$ cat config.mk
export PLATFORM = sky130hd
export DESIGN_NAME = btb_client
export DESIGN_NICKNAME = d
export VERILOG_FILES = /design/src/rtl/btb_client_pkg.sv /design/src/rtl/btb_upd_fifo.sv /design/src/rtl/btb_client.sv
export SDC_FILE = /design/constraint.sdc
export NUM_CORES = 1
export LEC_CHECK = 0
export BUFFER_PORTS_ARGS = -buffer_cell sky130_fd_sc_hd__buf_2
export CAP_MARGIN = 30
export CORE_ASPECT_RATIO = 1.75
export CORE_MARGIN = 3
export CORE_UTILIZATION = 31
export CTS_BUF_LIST = sky130_fd_sc_hd__clkbuf_2 sky130_fd_sc_hd__clkbuf_4 sky130_fd_sc_hd__clkbuf_8
export DETAILED_ROUTE_END_ITERATION = 16
export GPL_TIMING_DRIVEN = 1
export HOLD_SLACK_MARGIN = 0.05
export PLACE_DENSITY = 0.57
export SETUP_SLACK_MARGIN = 0.1
export SLEW_MARGIN = 30
export SYNTH_ARGS = -nofsm -noshare
export SYNTH_HDL_FRONTEND = slang
export SYNTH_HIERARCHICAL = 1
export SYNTH_SLANG_ARGS = --single-unit
$ cat constraint.sdc
create_clock -name clk_i -period 8.84 [get_ports clk_i]
set_clock_uncertainty 0.15 [all_clocks]
set_input_delay 2.21 -clock clk_i [delete_from_list [all_inputs] [get_ports clk_i]]
set_output_delay 2.21 -clock clk_i [all_outputs]
set_load 0.01 [all_outputs]
$ cat src/rtl/btb_client_pkg.sv
// Shared types and widths for the BTB client: update payloads and registered predictions.
package btb_client_pkg;

    localparam int PC_W = 64;

    typedef struct packed {
        logic [PC_W-1:0] pc;
        logic [PC_W-1:0] target;
        logic            is_br;
        logic            is_jal;
    } btb_upd_t;

    typedef struct packed {
        logic [PC_W-1:0] pc;
        logic            hit;
        logic [PC_W-1:0] target;
        logic            is_br;
        logic            is_jal;
    } btb_pred_t;

endpackage

$ cat src/rtl/btb_upd_fifo.sv
// Resolved-branch update FIFO. The head is popped every cycle it is valid because the BTB update
// port has no backpressure.
module btb_upd_fifo
    import btb_client_pkg::*;
#(
    parameter int  UPD_DEPTH = 4,
    localparam int PTR_W     = $clog2(UPD_DEPTH),
    localparam int CNT_W     = PTR_W + 1
) (
    input  logic             clk_i,
    input  logic             rst_i,
    input  logic             push_i,
    input  btb_upd_t         data_i,
    output logic             ready_o,
    output logic             valid_o,
    output btb_upd_t         data_o,
    output logic [CNT_W-1:0] count_o
);

    btb_upd_t         mem_q [UPD_DEPTH];
    logic [PTR_W-1:0] wr_ptr_q;
    logic [PTR_W-1:0] rd_ptr_q;
    logic [CNT_W-1:0] count_q;
    logic             push;
    logic             pop;

    // No full-bypass: a push is refused when full even if the head pops this cycle.
    assign ready_o = (count_q != CNT_W'(UPD_DEPTH));
    assign valid_o = (count_q != '0);
    assign push    = push_i && ready_o;
    assign pop     = valid_o;
    assign data_o  = mem_q[rd_ptr_q];
    assign count_o = count_q;

    always_ff @(posedge clk_i or posedge rst_i) begin
        if (rst_i) begin
            wr_ptr_q <= '0;
            rd_ptr_q <= '0;
            count_q  <= '0;
        end else begin
            if (push) wr_ptr_q <= wr_ptr_q + 1'b1;
            if (pop)  rd_ptr_q <= rd_ptr_q + 1'b1;
            case ({push, pop})
                2'b10:   count_q <= count_q + 1'b1;
                2'b01:   count_q <= count_q - 1'b1;
                default: ;
            endcase
        end
    end

    always_ff @(posedge clk_i) begin
        if (push) mem_q[wr_ptr_q] <= data_i;
    end

endmodule

$ cat src/rtl/btb_client.sv
// Frontend BTB initiator: two-stage lookup pipe plus update FIFO drain.
// Optional BTB_CLIENT_FWD_EN forwards same-PC updates into the in-flight lookup.
module btb_client
    import btb_client_pkg::*;
#(
    parameter int UPD_DEPTH = 4
) (
    input  logic                       clk_i,
    input  logic                       rst_i,
    input  logic                       flush_i,
    input  logic                       fetch_valid_i,
    output logic                       fetch_ready_o,
    input  logic [PC_W-1:0]            fetch_pc_i,
    output logic                       pred_valid_o,
    input  logic                       pred_ready_i,
    output logic [PC_W-1:0]            pred_pc_o,
    output logic                       pred_hit_o,
    output logic [PC_W-1:0]            pred_target_o,
    output logic                       pred_is_br_o,
    output logic                       pred_is_jal_o,
    output logic                       btb_req_valid_o,
    output logic [PC_W-1:0]            btb_req_pc_o,
    input  logic                       btb_req_target_valid_i,
    input  logic [PC_W-1:0]            btb_req_target_pc_i,
    input  logic                       btb_req_is_br_i,
    input  logic                       btb_req_is_jal_i,
    input  logic                       upd_in_valid_i,
    output logic                       upd_in_ready_o,
    input  logic [PC_W-1:0]            upd_in_pc_i,
    input  logic [PC_W-1:0]            upd_in_target_i,
    input  logic                       upd_in_is_br_i,
    input  logic                       upd_in_is_jal_i,
    output logic                       btb_update_valid_o,
    output logic [PC_W-1:0]            btb_update_pc_o,
    output logic [PC_W-1:0]            btb_update_target_o,
    output logic                       btb_update_is_br_o,
    output logic                       btb_update_is_jal_o,
    output logic [$clog2(UPD_DEPTH):0] upd_count_o
);

    logic            s1_v_q, s1_v_d;
    logic [PC_W-1:0] s1_pc_q, s1_pc_d;
    logic            pred_valid_q, pred_valid_d;
    btb_pred_t       pred_q, pred_d;
    logic            s2_free, s1_adv, req_fire;
    btb_upd_t        upd_in, upd_head;
    logic            upd_valid;

    assign s2_free         = !pred_valid_q || pred_ready_i;
    assign s1_adv          = s1_v_q && s2_free;
    assign fetch_ready_o   = !flush_i && (!s1_v_q || s1_adv);
    assign req_fire        = fetch_valid_i && fetch_ready_o;
    assign btb_req_valid_o = req_fire;
    assign btb_req_pc_o    = fetch_pc_i;

    assign upd_in = '{pc: upd_in_pc_i, target: upd_in_target_i,
                      is_br: upd_in_is_br_i, is_jal: upd_in_is_jal_i};

    btb_upd_fifo #(.UPD_DEPTH(UPD_DEPTH)) u_upd_fifo (
        .clk_i   (clk_i),
        .rst_i   (rst_i),
        .push_i  (upd_in_valid_i),
        .data_i  (upd_in),
        .ready_o (upd_in_ready_o),
        .valid_o (upd_valid),
        .data_o  (upd_head),
        .count_o (upd_count_o)
    );

    assign btb_update_valid_o  = upd_valid;
    assign btb_update_pc_o     = upd_head.pc;
    assign btb_update_target_o = upd_head.target;
    assign btb_update_is_br_o  = upd_head.is_br;
    assign btb_update_is_jal_o = upd_head.is_jal;

`ifdef BTB_CLIENT_FWD_EN
    logic            fwd_v_q, fwd_v_d;
    logic [PC_W-1:0] fwd_target_q, fwd_target_d;
    logic            fwd_br_q, fwd_br_d;
    logic            fwd_jal_q, fwd_jal_d;
    logic            fwd_load;

    // The BTB response reflects pre-update state, so a same-PC update seen while the lookup is
    // being issued or parked in S1 must override it.
    always_comb begin
        fwd_v_d      = fwd_v_q;
        fwd_target_d = fwd_target_q;
        fwd_br_d     = fwd_br_q;
        fwd_jal_d    = fwd_jal_q;
        fwd_load     = 1'b0;
        if (req_fire) begin
            fwd_v_d  = upd_valid && (upd_head.pc == fetch_pc_i);
            fwd_load = fwd_v_d;
        end else if (s1_v_q && !s1_adv && upd_valid && (upd_head.pc == s1_pc_q)) begin
            fwd_v_d  = 1'b1;
            fwd_load = 1'b1;
        end
        if (fwd_load) begin
            fwd_target_d = upd_head.target;
            fwd_br_d     = upd_head.is_br;
            fwd_jal_d    = upd_head.is_jal;
        end
        if (flush_i) fwd_v_d = 1'b0;
    end

    always_ff @(posedge clk_i or posedge rst_i) begin
        if (rst_i) begin
            fwd_v_q      <= 1'b0;
            fwd_target_q <= '0;
            fwd_br_q     <= 1'b0;
            fwd_jal_q    <= 1'b0;
        end else begin
            fwd_v_q      <= fwd_v_d;
            fwd_target_q <= fwd_target_d;
            fwd_br_q     <= fwd_br_d;
            fwd_jal_q    <= fwd_jal_d;
        end
    end
`endif

    always_comb begin
        s1_v_d       = s1_v_q;
        s1_pc_d      = s1_pc_q;
        pred_valid_d = pred_valid_q;
        pred_d       = pred_q;

        if (s1_adv) begin
            pred_valid_d  = 1'b1;
            pred_d.pc     = s1_pc_q;
            pred_d.hit    = btb_req_target_valid_i;
            pred_d.target = btb_req_target_pc_i;
            pred_d.is_br  = btb_req_is_br_i;
            pred_d.is_jal = btb_req_is_jal_i;
`ifdef BTB_CLIENT_FWD_EN
            if (fwd_v_q) begin
                pred_d.hit    = 1'b1;
                pred_d.target = fwd_target_q;
                pred_d.is_br  = fwd_br_q;
                pred_d.is_jal = fwd_jal_q;
            end
`endif
        end else if (pred_valid_q && pred_ready_i) begin
            pred_valid_d = 1'b0;
        end

        if (req_fire) begin
            s1_v_d  = 1'b1;
            s1_pc_d = fetch_pc_i;
        end else if (s1_adv) begin
            s1_v_d = 1'b0;
        end

        if (flush_i) begin
            s1_v_d       = 1'b0;
            pred_valid_d = 1'b0;
        end
    end

    always_ff @(posedge clk_i or posedge rst_i) begin
        if (rst_i) begin
            s1_v_q       <= 1'b0;
            s1_pc_q      <= '0;
            pred_valid_q <= 1'b0;
            pred_q       <= '0;
        end else begin
            s1_v_q       <= s1_v_d;
            s1_pc_q      <= s1_pc_d;
            pred_valid_q <= pred_valid_d;
            pred_q       <= pred_d;
        end
    end

    assign pred_valid_o  = pred_valid_q;
    assign pred_pc_o     = pred_q.pc;
    assign pred_hit_o    = pred_q.hit;
    assign pred_target_o = pred_q.target;
    assign pred_is_br_o  = pred_q.is_br;
    assign pred_is_jal_o = pred_q.is_jal;

endmodule
# Word level (Yosys, flattened, before mapping)
# Memory sizes are Yosys's and may differ from the RTL's.
# Index checks and enable logic that the tools add are counted.
# op_classes
n_addsub	4
n_eq_ne	3
n_mux	9
n_reduce_logical	14
# op_table
cell	n
3-bit nonzero test	3
1-bit 2-to-1 mux	8
3-bit one-hot mux with 2 select lines	1
1-bit logical AND	5
2-bit by 1-bit adder with 2-bit output (second input constant)	2
3-bit by 1-bit adder with 3-bit output (second input constant)	1
1-bit logical NOT	3
3-bit != test (second input constant)	1
3-bit by 1-bit subtractor with 3-bit output (second input constant)	1
2-bit by 1-bit equality test with 1-bit output (second input constant)	1
2-bit equality test (second input constant)	1
1-bit logical OR	2
2-bit nonzero test	1
# word_totals
register_bits	204
mem_bits_rw	520
in_bits	267
out_inout_bits	333
word_cells	42
mem_count	1
# memory_table
name	depth	width	read_ports	rd_ports_with_merged_regs	wr	line	source
u_upd_fifo.mem_q	4	130	1	0	1	btb_upd_fifo.sv:20	btb_upd_t mem_q [UPD_DEPTH];

# Longest topological paths before layout
# Gate-level depths: netlist of run 1.
# depth
ltp_word	8
mapped_depth	7
ltp_nobuf	6

# Hierarchy
# The synthesis of run 1 kept the hierarchy.
# modules_own_cells
mod	n_inst	cells_each	area_per_inst_um2	seq_area_each_um2
btb_upd_fifo	1	728	19192.2	15790.1
btb_client	1	487	7822.5	4929.7

# Least setup slack after synthesis of run 1
# Ideal clock, no wire load.
# synth_path
kind	input-to-reg
startpoint	input port upd_in_valid_i
endpoint	memory u_upd_fifo/mem_q[0][0] in the netlist's numbering, enable pin
setup_ns	0.505
arrival_ns	5.509
required_ns	8.185
slack_ns	2.675
cell_stages	2
n_path_buf	1
cell_sequence	clkbuf_1 -> and3_1
# synth_between
elab_chain_cells	3
# synth_lines
item	line	source
from (decl)	btb_client.sv:27	input logic upd_in_valid_i,
1-bit logical AND	btb_upd_fifo.sv:30	assign push = push_i && ready_o;
1-bit 2-to-1 mux	btb_upd_fifo.sv:52	if (push) mem_q[wr_ptr_q] <= data_i;
1-bit 2-to-1 mux (not written as such)	btb_upd_fifo.sv:52	
to (decl)	btb_upd_fifo.sv:20	
# Every way passes these cells.

# Worst setup path in the final report of run 1
# layout_path
startpoint	input port pred_ready_i
endpoint	output port btb_req_valid_o
# layout_between
elab_chain_cells	5
# layout_lines
item	line	source
from (decl)	btb_client.sv:15	input logic pred_ready_i,
1-bit logical OR	btb_client.sv:49	assign s2_free = !pred_valid_q || pred_ready_i;
1-bit logical AND	btb_client.sv:50	assign s1_adv = s1_v_q && s2_free;
1-bit logical OR	btb_client.sv:51	assign fetch_ready_o = !flush_i && (!s1_v_q || s1_adv);
1-bit logical AND	btb_client.sv:51	
1-bit logical AND	btb_client.sv:52	assign req_fire = fetch_valid_i && fetch_ready_o;
to (decl)	btb_client.sv:21	output logic btb_req_valid_o,
# Every way passes these cells.

==> results of run 1 <==
[registers in the layout, indices dropped and copies added, names as in the netlist]
name,cells
s1_v_q,1
u_upd_fifo/wr_ptr_q,2
pred_valid_o,1
pred_is_br_o,1
pred_hit_o,1
u_upd_fifo/rd_ptr_q,2
pred_pc_o,64
s1_pc_q,64
pred_is_jal_o,1
u_upd_fifo/mem_q,520
u_upd_fifo/count_o,3
pred_target_o,64
[stage by stage]
| step | hold WS [ns] | instances | utilization | setup slack [ns] | cell area [um^2] |
|---|---|---|---|---|---|
| final | 0.332 | 3063 | 0.386 | 3.06 | 33200 |
| after global placement | 0.312 | 2860 | 0.358 | 3.03 | 30800 |
| after floorplan | 0.304 | 1215 | - | 1.11 | 27000 |
| after detailed placement | 0.323 | 2860 | 0.358 | 3.06 | 30800 |
| after global routing | 0.347 | 3060 | 0.385 | 2.99 | 33100 |
| after CTS | 0.321 | 3055 | 0.385 | 3.02 | 33100 |
[power breakdown]
group,internal (uW),switching [uW],total [uW],leakage (uW)
Sequential,4370,262,4630,0.00717
Clock,1550,1270,2820,0.00119
Combinational,1250,1560,2820,0.00428
Total,7170,3100,10300,0.0126
[worst max-delay path by stage]
stage                                       startpoint                 endpoint  slack (ns)  cells past startpoint
finish                                    pred_ready_i          btb_req_valid_o        3.06                      5
global route                              pred_ready_i          btb_req_valid_o        2.99                      5
CTS                 u_upd_fifo/rd_ptr_q[0]$_DFFE_PP0P_  btb_update_target_o[19]        3.02                      3
detailed placement                        pred_ready_i          btb_req_valid_o        3.06                      5
global placement                          pred_ready_i          btb_req_valid_o        3.03                      5
floorplan                                        rst_i   pred_hit_o$_DFFE_PP0P_        1.11                      1
[critical path: stages]
cell	delay, ns
buf_2	0.08
and3b_1	0.21
nor3b_4	0.21
buf_4	0.45
buf_2	0.23
[metal layers]
| layer | share of wire | vias up | track usage |
|---|---|---|---|
| met4 | 0.038 | 6 | 0.0710 |
| met2 | 0.49 | 667 | 0.246 |
| met1 | 0.38 | 7269 | 0.173 |
| met5 | 0.00061 | - | 0 |
| met3 | 0.088 | 116 | 0.0470 |
| li1 | - | 5992 | - |
[cells by family (layout without fill, tap and decap cells)]
| family | after synthesis | after routing |
|---|---|---|
| and+or+nand+nor | 22 | 22 |
| other | 0 | 6 |
| muxes | 325 | 325 |
| adders and majority gates | 5 | 5 |
| AOI/OAI and AO/OA | 10 | 10 |
| DFF | 724 | 724 |
| xor gates and xnor gates | 3 | 3 |
| buffers and inverters | 126 | 816 |
[cell usage in the layout, fill, tap and decap left out, types with 2 or more instances in the layout]
cell type and count:
a21oi_1 5, and3_4 4, buf_12 7, buf_16 2
buf_2 599, buf_4 5, bufinv_16 7, clkbuf_4 25
clkbuf_8 118, clkinv_1 18, clkinv_2 19, clkinvlp_4 4
dfrtp_1 202, dfrtp_4 2, diode_2 6, edfxtp_1 520
ha_1 4, inv_1 7, inv_12 2, inv_8 2
mux2_1 49, mux2_2 146, mux4_2 130, nand2_1 2
nor2_1 7, o21ai_0 2, xnor2_1 2
[cell type report]
type                    count  area [um^2]
well taps                1152         1440
multi-input cells         365         5430
fillers                  7881        52800
clock inverters            52          455
diodes                      6         15.0
inverters                   8         37.5
clock buffers             143         1810
repair buffers            613         3230
flip-flops and latches    724        20700
==> qor.yml, run 1 <==
wl_per_cell_um: 22.0
clock.fmax_mhz: 173
cts_tree: "done"
synth-compound-area-share: 0.00199
final_layout_size_suffix_gt1_frac: 0.565
synth_adder_area_share: 0.00259
chipWidth_um: 229
drt_iter0_markers: 545
areaGrowthSynthToFinish_pct: 22.7
end_kind: "output pin"
post-route-period-util: 0.654
yosys.area.top_type: "edfxtp_1"
coreArea_um2: 86000
dr.pass1.iters: 5
ys_types: 32
synth-seq-cells: 724
place.gp.congestion: 0.856
path_clk_slew_ns: 0.05
power_density_nw_per_um2: 310
crit_fanout: 35
synth-main-ff-cell: "edfxtp_1"
yosys-top-cells-area: "edfxtp_1 (58%), dfrtp_1 (19%), mux4_2 (11%), mux2_2 (6.1%), buf_4 (2.1%)"
muxShareOfSynthArea: 0.190
die_h_um: 397
cts_resized: 0
fin_crit_ns: 5.78
row_count: 142
yosys.area_share.simple: 0.00468
cp-start-kind: "input port"
worstPathRequired_ns: 6.48
syn_area_um2: 27000
grt_pass1_wl_mm: 99.9
port_buffers: 599
p_leak_uw: 0.0126
first_global_vias: 15300
cts.htree.levels: 3
hold_end: "s1_pc_q[1]$_DFFE_PP0P_"
ios: 600
dp_hpwl_mm: 45.1
totalWireLength_mm: 67.2
synth-xor-area-share: 0.000973
synth_fp_nets: 1487
setup_violations: 0
drv_slew: 0
synth_edf_count: 520
relSlewSlack: 0.305
synth_top_family_by_area: "multiplexers"
tightest_slew_ns: 1.04
hold_path_depth: 1
hp-class: "register to register"
rrSetupSlack_ns: 6.30
antenna_left: 0
cts.sinks: 724
finalPower_uw: 10300
vias_per_cell: 4.59
num_vias: 14100
cts_root_buffer: "clkbuf_8"
antenna_found_initial: 8
overflow: 0
synth_top_area_share: 0.578
yosysWarnings: 6
rsz0062_at_grt: "false"
avgSynthCellArea_um2: 22.2
worst-endpoint-arrival_ns: 3.42
yosysMostFrequentCell: "edfxtp_1"
ctsHoldBuffers: 0
timing.rr.end: "s1_pc_q[51]$_DFFE_PP0P_"
grt_max_degree: 151
synth_common_cells: "edfxtp_1 (520), dfrtp_1 (204), mux2_2 (146), mux4_2 (130), buf_4 (75)"
cts_buffers: 107
path_class: "input port to output pin"
post-route-drc-count: 0
yosysSeqAreaShare: 0.767
status: "finished, final reports clean"
r2r-start: "s1_v_q$_DFFE_PP0P_"
reg2reg_depth: 5
hold_viol: 0
async_flop_share: 0.282
nets: 2091
grt_usage: 0.148
cts_buffer_depth: 3
drv_cap: 0
ir_drop_v: 0.000214
clock_latency_ns: 0.73
initial_core_util: 0.314
dieArea_um2: 90900
setup_tns_ns: 0
cts_setup_buffers: 0
synthCells: 1215
min_from: "s1_pc_q[1]$_DFFE_PP0P_"
No activity file was read; power rests on OpenSTA's default activity.
==> run 2, diff against run 1 <==
ABC_AREA = 1   (was default)
PLACE_DENSITY = 0.58   (was 0.57)
clock period = 5 ns   (was 8.84 ns; I/O delays follow)
==> run 2 against run 1 <==
Against the previous run:
- first-iteration DRC count grew 110%
- via count rose by 40%
- routed wire length increased by 29%
- worst setup slack got worse by 2.5 ns
- final cell count grew 32%
- final area up 2.7%
- synthesized cell count grew 84%
- die area increased by 3.6%
- sequential share of layout area shrank 1.6 points
- clock power up 76%
==> qor.yml, run 2 <==
status: "finished, final reports clean"  # unchanged
wl_per_cell_um: 21.4  # was 22.0 um
cts.htree.levels: 3  # unchanged
place.gp.congestion: 0.861  # was 0.856
crit_chain: "buf_4 -> o21ai_0 -> o22ai_1 -> buf_2"  # was buf_2 -> and3b_1 -> nor3b_4 -> buf_4 -> buf_2
die_h_um: 404  # was 397 um
place_area_um2: 31800  # was 30,800 um^2
rsz0062_at_grt: "false"  # unchanged
num_vias: 19700  # was 14.1k
dr.pass1.iters: 5  # unchanged
synth_common_cells: "edfxtp_1 (520), nand2_1 (402), nor2_1 (265), dfrtp_1 (204), o21ai_0 (190)"  # was edfxtp_1 (520), dfrtp_1 (204), mux2_2 (146), mux4_2 (130), buf_4 (75)
stdcell_area_um2: 34000  # was 33,200 um^2
place_inst: 3844  # was 2,860
yosys.area.top_type: "edfxtp_1"  # unchanged
cts_buffers: 103  # was 107
tightest_slew_ns: 0.848  # was 1.04 ns
nets: 3045  # was 2,091
synth_top_area_share: 0.558  # was 0.578
async_flop_share: 0.282  # unchanged
drv_cap: 0  # unchanged
largest_reg_flops: 520  # unchanged
ys_types: 24  # was 32
yosysMostFrequentCell: "edfxtp_1"  # unchanged
regArea_um2: 20700  # about the same
post-route-period-util: 0.883
drv_slew: 0  # unchanged
drt_iter0_markers: 1146  # was 545
totalWireLength_mm: 86.6  # was 67.2 mm
grt_usage: 0.181  # was 0.148
path_clk_slew_ns: 0.07  # was 0.05 ns
synth-main-ff-cell: "edfxtp_1"  # unchanged
antenna_found_initial: 30  # was 8
clock.fmax_mhz: 226
cts.sinks: 724  # unchanged
cts_buffer_depth: 3  # unchanged
fin_cells: 4055  # was 3,063
cts_root_buffer: "clkbuf_8"  # unchanged
cp.depth: 4  # was 5
dieArea_um2: 94100  # was 90,900 um^2
antenna_left: 0  # unchanged
whs_ns: 0.314  # was 0.332 ns
hp-class: "register to register"  # unchanged
yosysWarnings: 6  # unchanged
overflow: 0  # unchanged
n_fill_cell: 8624  # was 7,881
chipWidth_um: 233  # was 229 um
worst-endpoint-arrival_ns: 3.02  # was 3.42 ns
crit_buf_inv: 2  # was 3
synth_fp_nets: 2513  # was 1,487
yosysSeqAreaShare: 0.740  # was 0.767
initial_core_util: 0.313  # was 0.314
cts_resized: 0  # unchanged
areaGrowthSynthToFinish_pct: 21.5  # was 22.7%
cts_tree: "done"  # unchanged
top_register: "u_upd_fifo/mem_q"  # unchanged
cp-start-kind: "register"  # was input port
final_layout_size_suffix_gt1_frac: 0.291  # was 0.565
first_global_vias: 19900  # was 15.3k
hold_path_depth: 2  # was 1
hold_viol: 0  # unchanged
row_count: 145  # was 142
p_leak_uw: 0.0140  # was 0.0126 uW
crit_fanout: 73  # was 35
worstPathRequired_ns: 3.60  # was 6.48 ns
end_kind: "output pin"  # unchanged
final_common_cell: "buf_2"  # unchanged
yosys-top-cells-area: "edfxtp_1 (56%), dfrtp_1 (18%), nand2_1 (5.4%), nor2_1 (3.6%), o21ai_0 (3.4%)"  # was edfxtp_1 (58%), dfrtp_1 (19%), mux4_2 (11%), mux2_2 (6.1%), buf_4 (2.1%)
cp_top_family: "buffers and inverters"  # unchanged
post-route-drc-count: 0  # unchanged
setup_violations: 0  # unchanged
clock_latency_ns: 0.76  # was 0.73 ns
multi_input_area_um2: 5910  # was 5430 um^2
power_density_nw_per_um2: 555  # was 310 nW/um^2
ir_drop_v: 0.000384  # was 0.000214 V
cpMaxStageDelayCell: "dfrtp_4"  # was buf_4
reg2reg_depth: 5  # unchanged
synthCells: 2241  # was 1,215
finalPower_uw: 18900  # was 10,300 uW
ios: 600  # unchanged
syn_area_um2: 28000  # was 27,000 um^2
coreArea_um2: 89400  # was 86,000 um^2
slowest_delay_ns: 0.84  # was 0.45 ns
synth_edf_count: 520  # unchanged
grt_max_degree: 120  # was 151
ctsHoldBuffers: 0  # unchanged
fin_crit_ns: 4.42
synth-seq-cells: 724  # unchanged
layout_common_cells: "buf_2 (599), edfxtp_1 (520), nand2_1 (402)"  # was buf_2 (599), edfxtp_1 (520), dfrtp_1 (202)
relSlewSlack: 0.434  # was 0.305
dp_hpwl_mm: 58.4  # was 45.1 mm
vias_per_cell: 4.85  # was 4.59
path_class: "register to output pin"  # was input port to output pin
cts_setup_buffers: 0  # unchanged
avgSynthCellArea_um2: 12.5  # was 22.2 um^2
port_buffers: 599  # unchanged
grt_pass1_wl_mm: 127  # was 99.9 mm
## run 2: cell types whose count changed after synthesis, sizes merged, moves of 56 or more
cell,delta
nor2,+259
mux4,-130
nand3,+135
nand2,+401
buf,+56
o22ai,+129
nand4,+66
mux2,-195
o21ai,+259
## run 2: path summary, 6_finish.rpt
check / slack, ns / to / start
setup / recovery: 0.58 / btb_update_target_o[62] / u_upd_fifo/rd_ptr_q[0]$_DFFE_PP0P_
setup reg to reg: 2.34 / u_upd_fifo/mem_q[1][106]$_DFFE_PP_ / u_upd_fifo/count_o[0]$_DFFE_PP0P_
max in group asynchronous: 3.10 / s1_pc_q[36]$_DFFE_PP0P_ / rst_i
hold reg to reg: 0.31 / pred_pc_o[51]$_DFFE_PP0P_ / pred_pc_o[51]$_DFFE_PP0P_
hold / removal: 0.31 / pred_pc_o[51]$_DFFE_PP0P_ / pred_pc_o[51]$_DFFE_PP0P_
min in group asynchronous: 0.35 / u_upd_fifo/count_o[2]$_DFFE_PP0P_ / rst_i
## run 2: kinds of logic after synthesis
kind of cell               count (synthesis)  share of synthesized area
AOI/OAI and AO/OA                        395                     0.0764
xor gates and xnor gates                   3                   0.000938
adders and majority gates                  5                    0.00250
buffers and inverters                    242                     0.0509
DFF                                      724                      0.740
and+or+nand+nor                          872                      0.129
## run 2: worst min-delay path, stage by stage (launching register included)
cell     delay [ns]
dfrtp_1        0.34
nand2_1        0.05
nand2_1        0.04
## run 2: cell type report
cell class              instances  share of cell area
multi-input cells            1275               0.174
flip-flops and latches        724               0.609
diodes                         16             0.00118
well taps                    1176              0.0432
repair buffers                647               0.105
clock inverters                53              0.0134
inverters                      22             0.00283
clock buffers                 142              0.0519
## run 2: routing by layer
layer,wire length [um],track usage,vias up
li1,-,-,9037
met1,30500,0.192,9570
met2,42200,0.306,882
met3,9380,0.0731,169
met4,4390,0.0964,18
met5,111,0,-
## run 2: where the power goes
group	internal [uW]	total (uW)	switching, uW
clock	2640	4960	2320
sequential	7640	8060	418
combinational	1900	5880	3980
total	12200	18900	6720
## run 2: stage by stage
stage / util / worst slack (ns) / setup TNS [ns]
global route: 0.380 / 0.345 / 0
CTS: 0.380 / 0.447 / 0
floorplan: - / -0.429 / -223.04
global placement: 0.355 / 1.37 / 0
finish: 0.381 / 0.584 / 0
detailed placement: 0.355 / 1.34 / 0
==> run 3, diff against run 2 <==
CELL_PAD_IN_SITES_DETAIL_PLACEMENT = 0   (was default)
CELL_PAD_IN_SITES_GLOBAL_PLACEMENT = 1   (was default)
PLACE_DENSITY = 0.68   (was 0.58)
==> run 3 against run 2 <==
Against the previous run:
- worst hold slack worse by 0.0032 ns
- flip-flop and latch count unchanged
- die area unchanged
- critical path type unchanged
==> qor.yml, run 3 (same netlist as run 2, synthesis figures left out) <==
status: "finished, final reports clean"  # unchanged
tightest_slew_ns: 0.964  # was 0.848 ns
setup_violations: 0  # unchanged
worstPathRequired_ns: 3.60  # about the same
crit_fanout: 109  # was 73
p_int_uw: 12000  # was 12,200 uW
relSlewSlack: 0.357  # was 0.434
ios: 600  # unchanged
num_vias: 19200  # was 19.7k
post-route-period-util: 0.827  # was 0.883
cp-start-kind: "register"  # unchanged
drt_iter0_markers: 957  # was 1,146
antenna_found_initial: 23  # was 30
p_leak_uw: 0.0140  # about the same
grt_max_degree: 169  # was 120
crit_chain: "inv_8 -> buf_4 -> o21ai_0 -> o22ai_1 -> buf_2"  # was buf_4 -> o21ai_0 -> o22ai_1 -> buf_2
finalPower_uw: 18600  # was 18,900 uW
die_h_um: 404  # unchanged
n_fill_cell: 8814  # was 8,624
rsz0062_at_grt: "false"  # unchanged
hold_viol: 0  # unchanged
dr.pass1.iters: 5  # unchanged
cts.htree.levels: 3  # unchanged
areaGrowthSynthToFinish_pct: 20.9  # was 21.5%
ir_drop_v: 0.000451  # was 0.000384 V
grt_pass1_wl_mm: 118  # was 127 mm
clock_latency_ns: 0.75  # was 0.76 ns
seqPwrFrac: 0.428  # was 0.427
fin_ws_ns: 0.863  # was 0.584 ns
initial_core_util: 0.313  # unchanged
setup_tns_ns: 0  # unchanged
final_layout_size_suffix_gt1_frac: 0.289  # was 0.291
dieArea_um2: 94100  # unchanged
top_register: "u_upd_fifo/mem_q"  # unchanged
cts_buffers: 106  # was 103
cts_tree: "done"  # unchanged
clock.fmax_mhz: 242  # was 226 MHz
first_global_vias: 18800  # was 19.9k
antenna_left: 0  # unchanged
cts.sinks: 724  # unchanged
wl_per_cell_um: 19.7  # was 21.4 um
drv_slew: 0  # unchanged
power_density_nw_per_um2: 550  # was 555 nW/um^2
path_clk_slew_ns: 0.06  # was 0.07 ns
totalWireLength_mm: 79.8  # was 86.6 mm
fin_util: 0.379  # was 0.381
cp_top_family: "buffers and inverters"  # unchanged
overflow: 0  # unchanged
p_clk_frac: 0.258  # was 0.262
nets: 3033  # was 3,045
cts_buffer_depth: 3  # unchanged
crit_buf_inv: 3  # was 2
cts_resized: 0  # unchanged
place_inst: 3829  # was 3,844
pre_cts_ws_ns: 1.47  # was 1.34 ns
fin_crit_ns: 4.14  # was 4.42 ns
place.gp.congestion: 0.813  # was 0.861
hp-class: "register to register"  # unchanged
cts_root_buffer: "clkbuf_8"  # unchanged
layout_common_cells: "buf_2 (599), edfxtp_1 (520), nand2_1 (402)"  # unchanged
comb_power_share: 0.314  # was 0.311
ctsHoldBuffers: 0  # unchanged
grt_usage: 0.165  # was 0.181
row_count: 145  # unchanged
final_common_cell: "buf_2"  # unchanged
power.share.switching: 0.357  # was 0.355
p_sw_uw: 6660  # was 6720 uW
dp_hpwl_mm: 51.5  # was 58.4 mm
drv_cap: 0  # unchanged
vias_per_cell: 4.76  # was 4.85
worst-endpoint-arrival_ns: 2.74  # was 3.02 ns
port_buffers: 599  # unchanged
slowest_delay_ns: 0.53  # was 0.84 ns
cts_setup_buffers: 0  # unchanged
post-route-drc-count: 0  # unchanged
coreArea_um2: 89400  # unchanged
path_class: "register to output pin"  # unchanged
largest_reg_flops: 520  # unchanged
fin_cells: 4043  # was 4,055
end_kind: "output pin"  # unchanged
chipWidth_um: 233  # unchanged
cpMaxStageDelayCell: "dfrtp_4"  # unchanged
[run 3: cell types whose count changed in the layout (fill, tap and decap cells not counted), moves of 2 or more]
cell and change:
bufinv_16 -6, inv_12 +2, buf_4 -13, clkinvlp_4 -2, buf_12 -2, clkbuf_8 +10, clkinv_2 -2
[run 3: worst paths after layout]
check | startpoint | to | slack [ns] | cells after the start
max reg2reg | u_upd_fifo/count_o[0]$_DFFE_PP0P_ | u_upd_fifo/mem_q[2][3]$_DFFE_PP_ | 2.58 | 5
min reg2reg | pred_pc_o[10]$_DFFE_PP0P_ | pred_pc_o[10]$_DFFE_PP0P_ | 0.31 | 2
max | u_upd_fifo/rd_ptr_q[0]$_DFFE_PP0P_ | btb_update_target_o[56] | 0.86 | 5
max in group asynchronous | rst_i | pred_target_o[55]$_DFFE_PP0P_ | 3.37 | 3
min | pred_pc_o[10]$_DFFE_PP0P_ | pred_pc_o[10]$_DFFE_PP0P_ | 0.31 | 2
min in group asynchronous | rst_i | u_upd_fifo/wr_ptr_q[1]$_DFFE_PP0P_ | 0.33 | 2
[run 3: routing by layer]
metal	GRT usage	part of all wire
met1	0.190	0.38
met2	0.271	0.48
met3	0.0612	0.10
met4	0.0747	0.035
met5	0	0.0021
[run 3: power groups by stage]
stage / Clock [uW] / Sequential, uW / Combinational, uW
2_1_floorplan: 0 / 8210 / 3420
3_3_place_gp: 0 / 8060 / 5960
3_5_place_dp: 0 / 8080 / 5990
4_1_cts: 5000 / 7970 / 5990
5_1_grt: 5230 / 8060 / 6500
6_report: 4810 / 7970 / 5850
[run 3: cell type report]
cell class | count | area, um^2 | area share
Sequential cell | 724 | 20700 | 0.612
Multi-Input combinational cell | 1275 | 5900 | 0.174
Timing Repair Buffer | 632 | 3430 | 0.101
Clock buffer | 153 | 1910 | 0.0565
Tap cell | 1176 | 1470 | 0.0435
Clock inverter | 46 | 278 | 0.00820
Inverter | 22 | 96.3 | 0.00285
Antenna cell | 15 | 37.5 | 0.00111
[run 3: per-stage QoR]
stage          area (um^2)  hold WS (ns)
6_report             33900         0.311
5_1_grt              33800         0.305
4_1_cts              33800         0.244
3_5_place_dp         31600         0.303
3_3_place_gp         31600         0.298
2_1_floorplan        28000         0.293
[run 3: worst register-to-register path: cells and delay by family, from the launching register on]
family / cells / cell delay, ns
and+or+nand+nor: 4 / 0.96
DFF: 1 / 0.41
buffers and inverters: 1 / 0.41
